===== config.mk =====
export PLATFORM = sky130hd
export DESIGN_NAME = receipt_chain_arbiter
export DESIGN_NICKNAME = d
export VERILOG_FILES = /design/src/rtl/receipt_chain_arbiter.sv
export SDC_FILE = /design/constraint.sdc
export NUM_CORES = 1
export LEC_CHECK = 0
export CORE_AREA = 2 2 455 457
export CTS_CLUSTER_DIAMETER = 50
export CTS_CLUSTER_SIZE = 12
export DETAILED_ROUTE_END_ITERATION = 12
export DIE_AREA = 0 0 457 459
export PLACE_DENSITY = 0.38
export SETUP_SLACK_MARGIN = 0.1
export SLEW_MARGIN = 10
export SYNTH_ARGS = -nofsm -noshare
export SYNTH_HDL_FRONTEND = slang
export SYNTH_SLANG_ARGS = --single-unit

===== constraint.sdc =====
create_clock -name clk -period 4.8 [get_ports clk]
set_input_delay 0.48 -clock clk [delete_from_list [all_inputs] [get_ports clk]]
set_output_delay 0.48 -clock clk [all_outputs]
set_load 0.1 [all_outputs]

===== src/rtl/receipt_chain_arbiter.sv =====
// Round-robin arbiter sharing one receipt hash engine between NUM_REQ requesters.
// Owns the global receipt chain head, chain length and accumulated hash mu-cost.
module receipt_chain_arbiter #(
    parameter int unsigned NUM_REQ        = 4,
    parameter int unsigned SEL_W          = 2,
    parameter int unsigned TIMEOUT_CYCLES = 1024
) (
    input  logic               clk,
    input  logic               rst,
    input  logic [NUM_REQ-1:0] req_valid,
    input  logic [NUM_REQ-1:0] req_chain,
    output logic [NUM_REQ-1:0] req_ready,
    output logic [NUM_REQ-1:0] resp_valid,
    output logic [255:0]       resp_hash,
    output logic               resp_error,
    input  logic               chain_clear,
    output logic               eng_compute_hash,
    output logic               eng_use_chain,
    output logic [255:0]       eng_prev_hash,
    output logic [SEL_W-1:0]   eng_sel,
    input  logic               eng_busy,
    input  logic               eng_hash_ready,
    input  logic [255:0]       eng_curr_hash,
    input  logic [31:0]        eng_mu_cost,
    output logic [255:0]       chain_head,
    output logic [31:0]        chain_len,
    output logic [63:0]        mu_total,
    output logic               busy
);

    localparam int unsigned CNT_W = $clog2(TIMEOUT_CYCLES + 1);

    typedef enum logic [1:0] {S_IDLE, S_ISSUE, S_WAIT, S_RESPOND} state_t;

    state_t             r_state;
    logic [SEL_W-1:0]   r_last_grant;
    logic [SEL_W-1:0]   r_sel;
    logic               r_use_chain;
    logic [NUM_REQ-1:0] r_req_ready;
    logic [NUM_REQ-1:0] r_resp_valid;
    logic [255:0]       r_resp_hash;
    logic               r_resp_error;
    logic               r_compute;
    logic [255:0]       r_chain_head;
    logic [31:0]        r_chain_len;
    logic [63:0]        r_mu_total;
    logic               r_busy;
    logic [CNT_W-1:0]   r_cnt;

    logic [SEL_W-1:0]   w_base;
    logic [SEL_W-1:0]   w_cand;
    logic [SEL_W-1:0]   w_grant_idx;
    logic               w_grant_any;
    logic [64:0]        w_mu_sum;

    // In RESPOND the current grant already counts as the last one, so the
    // next accept can land the cycle right after the response pulse.
    always_comb begin
        w_base      = (r_state == S_RESPOND) ? r_sel : r_last_grant;
        w_cand      = '0;
        w_grant_idx = '0;
        w_grant_any = 1'b0;
        for (int i = int'(NUM_REQ); i >= 1; i--) begin
            w_cand = SEL_W'((32'(w_base) + 32'(i)) % NUM_REQ);
            if (req_valid[w_cand]) begin
                w_grant_idx = w_cand;
                w_grant_any = 1'b1;
            end
        end
    end

    assign w_mu_sum = {1'b0, r_mu_total} + 65'(eng_mu_cost);

    always_ff @(posedge clk) begin
        if (rst) begin
            r_state      <= S_IDLE;
            r_last_grant <= SEL_W'(NUM_REQ - 1);
            r_sel        <= '0;
            r_use_chain  <= 1'b0;
            r_req_ready  <= '0;
            r_resp_valid <= '0;
            r_resp_hash  <= '0;
            r_resp_error <= 1'b0;
            r_compute    <= 1'b0;
            r_chain_head <= '0;
            r_chain_len  <= '0;
            r_mu_total   <= '0;
            r_busy       <= 1'b0;
            r_cnt        <= '0;
        end else begin
            r_req_ready  <= '0;
            r_resp_valid <= '0;
            r_compute    <= 1'b0;
            case (r_state)
                S_IDLE: begin
                    if (chain_clear) begin
                        r_chain_head <= '0;
                        r_chain_len  <= '0;
                    end else if (w_grant_any) begin
                        r_req_ready <= NUM_REQ'(1) << w_grant_idx;
                        r_sel       <= w_grant_idx;
                        r_use_chain <= req_chain[w_grant_idx];
                        r_busy      <= 1'b1;
                        r_state     <= S_ISSUE;
                    end
                end
                S_ISSUE: begin
                    if (!eng_busy) begin
                        r_compute <= 1'b1;
                        r_cnt     <= '0;
                        r_state   <= S_WAIT;
                    end
                end
                S_WAIT: begin
                    if (eng_hash_ready) begin
                        r_resp_hash  <= eng_curr_hash;
                        r_resp_error <= 1'b0;
                        r_resp_valid <= NUM_REQ'(1) << r_sel;
                        if (r_use_chain) begin
                            r_chain_head <= eng_curr_hash;
                            if (r_chain_len != '1) begin
                                r_chain_len <= r_chain_len + 32'd1;
                            end
                        end
                        r_mu_total <= w_mu_sum[64] ? '1 : w_mu_sum[63:0];
                        r_state    <= S_RESPOND;
                    end else if (r_cnt == CNT_W'(TIMEOUT_CYCLES - 1)) begin
                        r_resp_hash  <= '0;
                        r_resp_error <= 1'b1;
                        r_resp_valid <= NUM_REQ'(1) << r_sel;
                        r_state      <= S_RESPOND;
                    end else begin
                        r_cnt <= r_cnt + CNT_W'(1);
                    end
                end
                S_RESPOND: begin
                    r_last_grant <= r_sel;
                    // A pending clear gets IDLE first so it cannot be starved.
                    if (!chain_clear && w_grant_any) begin
                        r_req_ready <= NUM_REQ'(1) << w_grant_idx;
                        r_sel       <= w_grant_idx;
                        r_use_chain <= req_chain[w_grant_idx];
                        r_state     <= S_ISSUE;
                    end else begin
                        r_busy  <= 1'b0;
                        r_state <= S_IDLE;
                    end
                end
                default: begin
                    r_busy  <= 1'b0;
                    r_state <= S_IDLE;
                end
            endcase
        end
    end

    assign req_ready        = r_req_ready;
    assign resp_valid       = r_resp_valid;
    assign resp_hash        = r_resp_hash;
    assign resp_error       = r_resp_error;
    assign eng_compute_hash = r_compute;
    assign eng_use_chain    = r_use_chain;
    assign eng_sel          = r_sel;
    assign chain_head       = r_chain_head;
    assign eng_prev_hash    = r_chain_head;
    assign chain_len        = r_chain_len;
    assign mu_total         = r_mu_total;
    assign busy             = r_busy;

endmodule


==> results of run 1 <==
## logic make-up (layout without fill, tap and decap cells)
logic type	after synthesis	count (layout)	synth area share, %
and+or+nand+nor	1115	1115	18.9
AOI/OAI and AO/OA	737	737	17.6
DFF	637	637	48.2
buffers and inverters	510	1464	10.9
xor gates and xnor gates	64	64	2.12
adders and majority gates	39	39	1.87
muxes	11	11	0.421
other	0	8	0
## synthesized netlist by cell type, drive strengths merged, types with 20 or more instances
library cell / count
a21oi: 333
and3: 25
o21ai: 33
dfxtp: 637
nand3: 289
clkbuf: 223
nand2: 316
a22oi: 256
nor3: 20
nor2: 370
xnor2: 29
inv: 25
ha: 38
buf: 262
xor2: 35
a211oi: 46
## registers in the layout (all words and copies together), names as in the netlist
register	count
chain_len	32
resp_hash	256
r_cnt	11
resp_error	1
resp_valid	4
eng_sel	2
busy	1
r_state	2
req_ready	4
chain_head	256
mu_total	64
eng_compute_hash	1
r_last_grant	2
eng_use_chain	1
## power by group through the flow
| stage | clock, uW | sequential [uW] | combinational (uW) |
|---|---|---|---|
| final | 8820 | 6240 | 10200 |
| after global routing | 9300 | 6300 | 10600 |
| after CTS | 9100 | 6250 | 10300 |
| after detailed placement | 0 | 6350 | 10300 |
| after global placement | 0 | 6340 | 10300 |
| after floorplan | 0 | 9560 | 3910 |
## final timing paths
path | from | to | slack [ns] | cells after the start
setup / recovery | mu_total[0]$_SDFFE_PP0P_ | mu_total[9]$_SDFFE_PP0P_ | 1.17 | 12
hold / removal | rst | resp_hash[177]$_SDFFE_PP0P_ | 0.23 | 2
setup reg to reg | mu_total[0]$_SDFFE_PP0P_ | mu_total[9]$_SDFFE_PP0P_ | 1.17 | 12
hold reg to reg | r_cnt[10]$_SDFFE_PP0P_ | r_cnt[10]$_SDFFE_PP0P_ | 0.45 | 2
## cell type report
class | instances | share of cell area (%)
Clock inverter | 71 | 2.39
Antenna cell | 8 | 0.0461
Tap cell | 2704 | 7.79
Inverter | 25 | 0.216
Clock buffer | 145 | 7.14
Sequential cell | 637 | 29.4
Timing Repair Buffer | 1223 | 28.0
Multi-Input combinational cell | 1966 | 25.1
## routing by layer
layer | global-route usage, % | up-vias | routed length [um]
met1 | 17.1 | 13000 | 64300
met4 | 5.73 | 28 | 5840
met5 | 0 | - | 185
met2 | 24.2 | 1134 | 76100
li1 | - | 12400 | -
met3 | 4.75 | 231 | 13200
## critical path, cell delays in order, from the launching register on
cell and delay (ns):
dfxtp_1 0.33, ha_1 0.22, fa_1 0.51, a211oi_1 0.34, o21ai_0 0.18, nand3_1 0.10, nand2_1 0.15, a21o_1 0.27
a21oi_2 0.56, nor3_1 0.13, nor2_2 0.11, buf_4 0.38, a211oi_1 0.13
## through the flow
step | cell area [um2] | util [%] | power (uW)
floorplan | 26500 | - | 13500
global placement | 39300 | 19.1 | 16700
detailed placement | 39300 | 19.1 | 16600
CTS | 43400 | 21.1 | 25700
global route | 43400 | 21.1 | 26200
finish | 43400 | 21.1 | 25300
==> results.md, run 1 <==
- Core area: roughly 210000 um2
- Sw Pwr: 11700 uW
- Final #Nets: 4307
- Port Buf Inserts: between 1000 and 1500
- Comb power frac: 40.4%
- H-tree levels: 3
- Multi-input logic area: 10900 um2
- Vias in the first global route: 26000
- Setup Skew: ~0.036 ns
- Internal: between 10000 and 15000 uW
- Most frequent cells in the layout: clkdlybuf4s50_1, dfxtp_1, nor2_1
- Layout cells sized above 1: 8.04%
- Fraction of power spent switching nets: a little under half
- Worst Hold Class: in -> reg
- Final hold vios: 0
- Initial antenna violation count: 24
- Routed vias: 26800
- Clock buffer depth: 3
- Yosys warns: 0
- # resized after CTS: 0
- Yosys top cell by area: dfxtp_1
- Die width: 457 um
- Area grow syn2layout: 64.1%
- Non-Filler Instances: 6779
- Avg WL per Cell: 23.6 um
- Most common cell after layout, fill and taps aside: clkdlybuf4s50_1
- FF+latch count, synth: 637
- Seq. cell area: 12800 um2
- Drt via density: 3.96
- First-pass GRT wire length: 217000 um
- Largest cells by area after synthesis: dfxtp_1, a22oi_1, buf_4, a21oi_1, nand3_1
- Leakage: 0.0145 uW
- Row cnt: 167
- Post-synth EDFFs: 0
- CTS buffer count: between 100 and 150
- Post-CTS Setup Inserts: 0
- Crit path DAT: 4.20 ns
- Unrepaired setup endpoints after global routing: false
- Tmin final: 3.63 ns
- Pin count of the biggest net entering global routing: about 140
- Peak supply drop: 0.346 mV
- Slew Viols, Final: 0
- Top_reg_cell synth: dfxtp_1
- Fmax: 275 MHz
- Total gr overflow: 0
- Seq/Total Area, Yosys: roughly 48%
- Starting Density: 12.9%
- Clock Sinks: 637
- I/O pins: 1179
- Tot GR Track Use: about 14%
- Status: complete, no violations
- Dpl ws: between 0.5 and 0.6 ns
- HPWL after DPL: ~120000 um
- Worst skew pair latency: around 0.75 ns
- Initial DRC count: ~1800
- Fillers: 22700
- Global placement routability congestion: approximately 0.83
- DRC: 0
- Clk pwr share: 34.9%
- Top cell type's share of synthesized area: 48.2%
- Distinct cells, synth: 68
- Final Setup Violations: 0
- Root Driver: clkbuf_16
- Ys async rst share: 0%
- Max-cap violations: 0
- Worst-margin pin slew: 1.23 ns
- Hold WS: ~0.23 ns
- Worst Setup Start Kind: flop
- Tcrit/Tclk final: 75.6%
- # hold bufs at CTS: 0
- Final WS setup: 1.17 ns
- Placed instance count: 6555
- Synthesized area: 26500 um2
- Crit path kind: reg -> reg
- Final Routed Wirelength: 160000 um
- Flop pwr share: 24.7%
- Worst slew margin: 17.7%
- Worst EP required: about 5.4 ns
- Antenna-violating nets left: 0
- Setup TNS: 0 ns
- TritonCTS clock tree: done
- Synth Instances: 3113
- Worst Path Max Fanout: 32
- DIE HEIGHT: 459 um
- Drt pass-1 iters: 5
- Critical Path Sink Type: flop
- Die ar.: 210000 um2
- Avg Cell Area, Syn: 8.50 um2
- Clock-pin slew on the worst setup and hold paths: 0.05 ns
- Syn nets: 3453
- Power Dens Cells: 581 nW/um2
Power figures use the tool's default switching activity.
==> run 2, diff against run 1 <==
Settings changed: CORE_AREA 2 2 455 457 to 2 2 457 459, DIE_AREA 0 0 457 459 to 0 0 459 461.
Clock period 4.8 ns to 3.7 ns, I/O delays scaled along.
==> run 2 against run 1 <==
Against the previous run: maximum frequency grew 13%; register-to-register slack lost 0.70 ns; wire length shrank 1.2%; setup slack lost 0.70 ns; combinational power grew 30%; global-route usage shrank 0.38 points; critical path depth shrank 1; sequential share of layout area is essentially flat; hold slack lost 0.13 ns; highest routed layer unchanged.
==> results.md, run 2 (synthesis results as in run 1) <==
- Status: complete, no violations (unchanged)
- Hold worst-path end: chain_head[177]$_SDFFE_PP0P_ (was resp_hash[177]$_SDFFE_PP0P_)
- Worst-margin pin slew: 1.22 ns (was 1.23 ns)
- Critical Path Sink Type: flop (unchanged)
- H-tree levels: 3 (unchanged)
- Total power: 32500 uW (was 25300 uW)
- Power Dens Cells: 748 nW/um2 (was 581 nW/um2)
- Multi-input logic area: 10900 um2 (unchanged)
- Leakage: 0.0145 uW (about the same)
- Most frequent cells in the layout: clkdlybuf4s50_1, dfxtp_1, nor2_1 (unchanged)
- DIE HEIGHT: 461 um (was 459 um)
- Setup Skew: 0.0356 ns (about the same)
- Dpl ws: -0.00252 ns (was 0.548 ns)
- DRC: 0 (unchanged)
- Worst skew pair latency: 0.73 ns (was 0.75 ns)
- Worst R2R Start: mu_total[8]$_SDFFE_PP0P_ (was mu_total[0]$_SDFFE_PP0P_)
- First-pass GRT wire length: 213000 um (was 217000 um)
- Tcrit/Tclk final: 87.2% (was 75.6%)
- Area after DPL: 39400 um2 (was 39300 um2)
- Tmin final: 3.23 ns (was 3.63 ns)
- Unrepaired setup endpoints after global routing: false (unchanged)
- Root Driver: clkbuf_16 (unchanged)
- Antenna-violating nets left: 0 (unchanged)
- Vias in the first global route: 26100 (was 26000)
- I/O pins: 1179 (unchanged)
- Clock buffer depth: 3 (unchanged)
- Hold path start: rst (unchanged)
- Setup TNS: 0 ns (unchanged)
- Worst slew margin: 18.4% (was 17.7%)
- Sw Pwr: 15100 uW (was 11700 uW)
- Layout cells sized above 1: 8.60% (was 8.04%)
- Worst R2R End: mu_total[60]$_SDFFE_PP0P_ (was mu_total[9]$_SDFFE_PP0P_)
- Die ar.: 212000 um2 (was 210000 um2)
- Worst Setup Start Kind: flop (unchanged)
- Worst Hold Class: in -> reg (unchanged)
- # hold bufs at CTS: 0 (unchanged)
- Slew Viols, Final: 0 (unchanged)
- Final WS setup: 0.473 ns (was 1.17 ns)
- Drt pass-1 iters: 5 (unchanged)
- R2R Setup Slk: 0.47 ns (was 1.17 ns)
- Clk pwr share: 34.2% (was 34.9%)
- TritonCTS clock tree: done (unchanged)
- Total gr overflow: 0 (unchanged)
- Starting Density: 12.8% (was 12.9%)
- Core area: 206000 um2 (about the same)
- Internal: 17400 uW (was 13500 uW)
- Worst Path Max Fanout: 8 (was 32)
- Row cnt: 167 (unchanged)
- Flop pwr share: 24.8% (was 24.7%)
- Seq. cell area: 12800 um2 (unchanged)
- Final Routed Wirelength: 158000 um (was 160000 um)
- Initial antenna violation count: 25 (was 24)
- Fraction of power spent switching nets: 46.6% (was 46.5%)
- Max-cap violations: 0 (unchanged)
- R2R cell count: 11 (was 12)
- Hold WS: 0.0956 ns (was 0.226 ns)
- Port Buf Inserts: 1178 (unchanged)
- Clock Sinks: 637 (unchanged)
- CTS buffer count: 110 (was 114)
- Crit path DAT: 3.83 ns (was 4.20 ns)
- Clock-pin slew on the worst setup and hold paths: 0.06 ns (was 0.05 ns)
- Worst EP required: 4.30 ns (was 5.37 ns)
- Peak supply drop: 0.583 mV (was 0.346 mV)
- Final hold vios: 0 (unchanged)
- Hold Path Depth: 2 (unchanged)
- Tot GR Track Use: 14.1% (was 14.5%)
- Area grow syn2layout: 64.2% (was 64.1%)
- Post-CTS Setup Inserts: 0 (unchanged)
- Routed vias: 26600 (was 26800)
- Fillers: 22700 (about the same)
- Comb power frac: 41.0% (was 40.4%)
- Die width: 459 um (was 457 um)
- HPWL after DPL: 121000 um (about the same)
- Most common cell after layout, fill and taps aside: clkdlybuf4s50_1 (unchanged)
- Initial DRC count: 1772 (was 1805)
- Final #Nets: 4319 (was 4307)
- # resized after CTS: 0 (unchanged)
- Cell area after layout: 43500 um2 (was 43400 um2)
- Global placement routability congestion: 0.834 (was 0.832)
- Avg WL per Cell: 23.2 um (was 23.6 um)
- Drt via density: 3.92 (was 3.96)
- Fmax: 310 MHz (was 275 MHz)
- Crit path kind: reg -> reg (unchanged)
- Pin count of the biggest net entering global routing: 131 (was 137)
- Final Setup Violations: 0 (unchanged)
[run 2: changes by cell type in the layout (fill, tap and decap cells not counted), sizes merged]
cell | before | now
buf | 97 | 113
inv | 38 | 44
clkbuf | 146 | 131
clkinvlp | 12 | 10
clkinv | 28 | 32
diode | 8 | 13
clkdlybuf4s50 | 1125 | 1121
[run 2: power by group through the flow]
stage	clock [uW]	sequential, uW	combinational [uW]
floorplan	0	12400	5070
global placement	0	8190	13500
detailed placement	0	8200	13500
CTS	11500	8070	13500
global route	11700	8140	13900
finish	11100	8060	13300
[run 2: per-layer routing]
layer  vias to the layer above  global-route usage, %  share of wire [%]
li1                      12400                      -                  -
met1                     12800                   16.4                 40
met2                      1113                   23.5                 48
met3                       215                   4.65                8.1
met4                        22                   6.28                4.5
met5                         -                      0              0.083
[run 2: stage by stage]
stage / instances / util, %
finish: 6789 / 21.0
global route: 6781 / 21.0
CTS: 6776 / 21.0
detailed placement: 6571 / 19.1
global placement: 6571 / 19.1
floorplan: 3113 / -
[run 2: worst max path at each step]
stage,from,end,depth (start not counted)
5_1_grt,mu_total[8]$_SDFFE_PP0P_,mu_total[58]$_SDFFE_PP0P_,11
3_5_place_dp,eng_mu_cost[7],mu_total[62]$_SDFFE_PP0P_,12
6_report,mu_total[8]$_SDFFE_PP0P_,mu_total[60]$_SDFFE_PP0P_,11
2_1_floorplan,mu_total[0]$_SDFFE_PP0P_,mu_total[45]$_SDFFE_PP0P_,13
4_1_cts,mu_total[8]$_SDFFE_PP0P_,mu_total[60]$_SDFFE_PP0P_,11
3_3_place_gp,eng_mu_cost[7],mu_total[62]$_SDFFE_PP0P_,12
[run 2: cell type report]
class / instances / area share, %
clock inverters: 79 / 2.46
inverters: 25 / 0.216
flip-flops and latches: 637 / 29.3
repair buffers: 1239 / 28.3
multi-input cells: 1966 / 25.1
clock buffers: 126 / 6.73
well taps: 2704 / 7.79
diodes: 13 / 0.0749
[run 2: worst max-delay path, stage by stage (launching register included)]
cell and delay (ns):
dfxtp_1 0.33, ha_1 0.39, nand2_1 0.07, o21ai_0 0.26, buf_4 0.17, a21oi_1 0.05
nand2_1 0.16, a21o_1 0.23, a21oi_2 0.16, nor4_1 0.91, and4_1 0.30, nor3_1 0.05
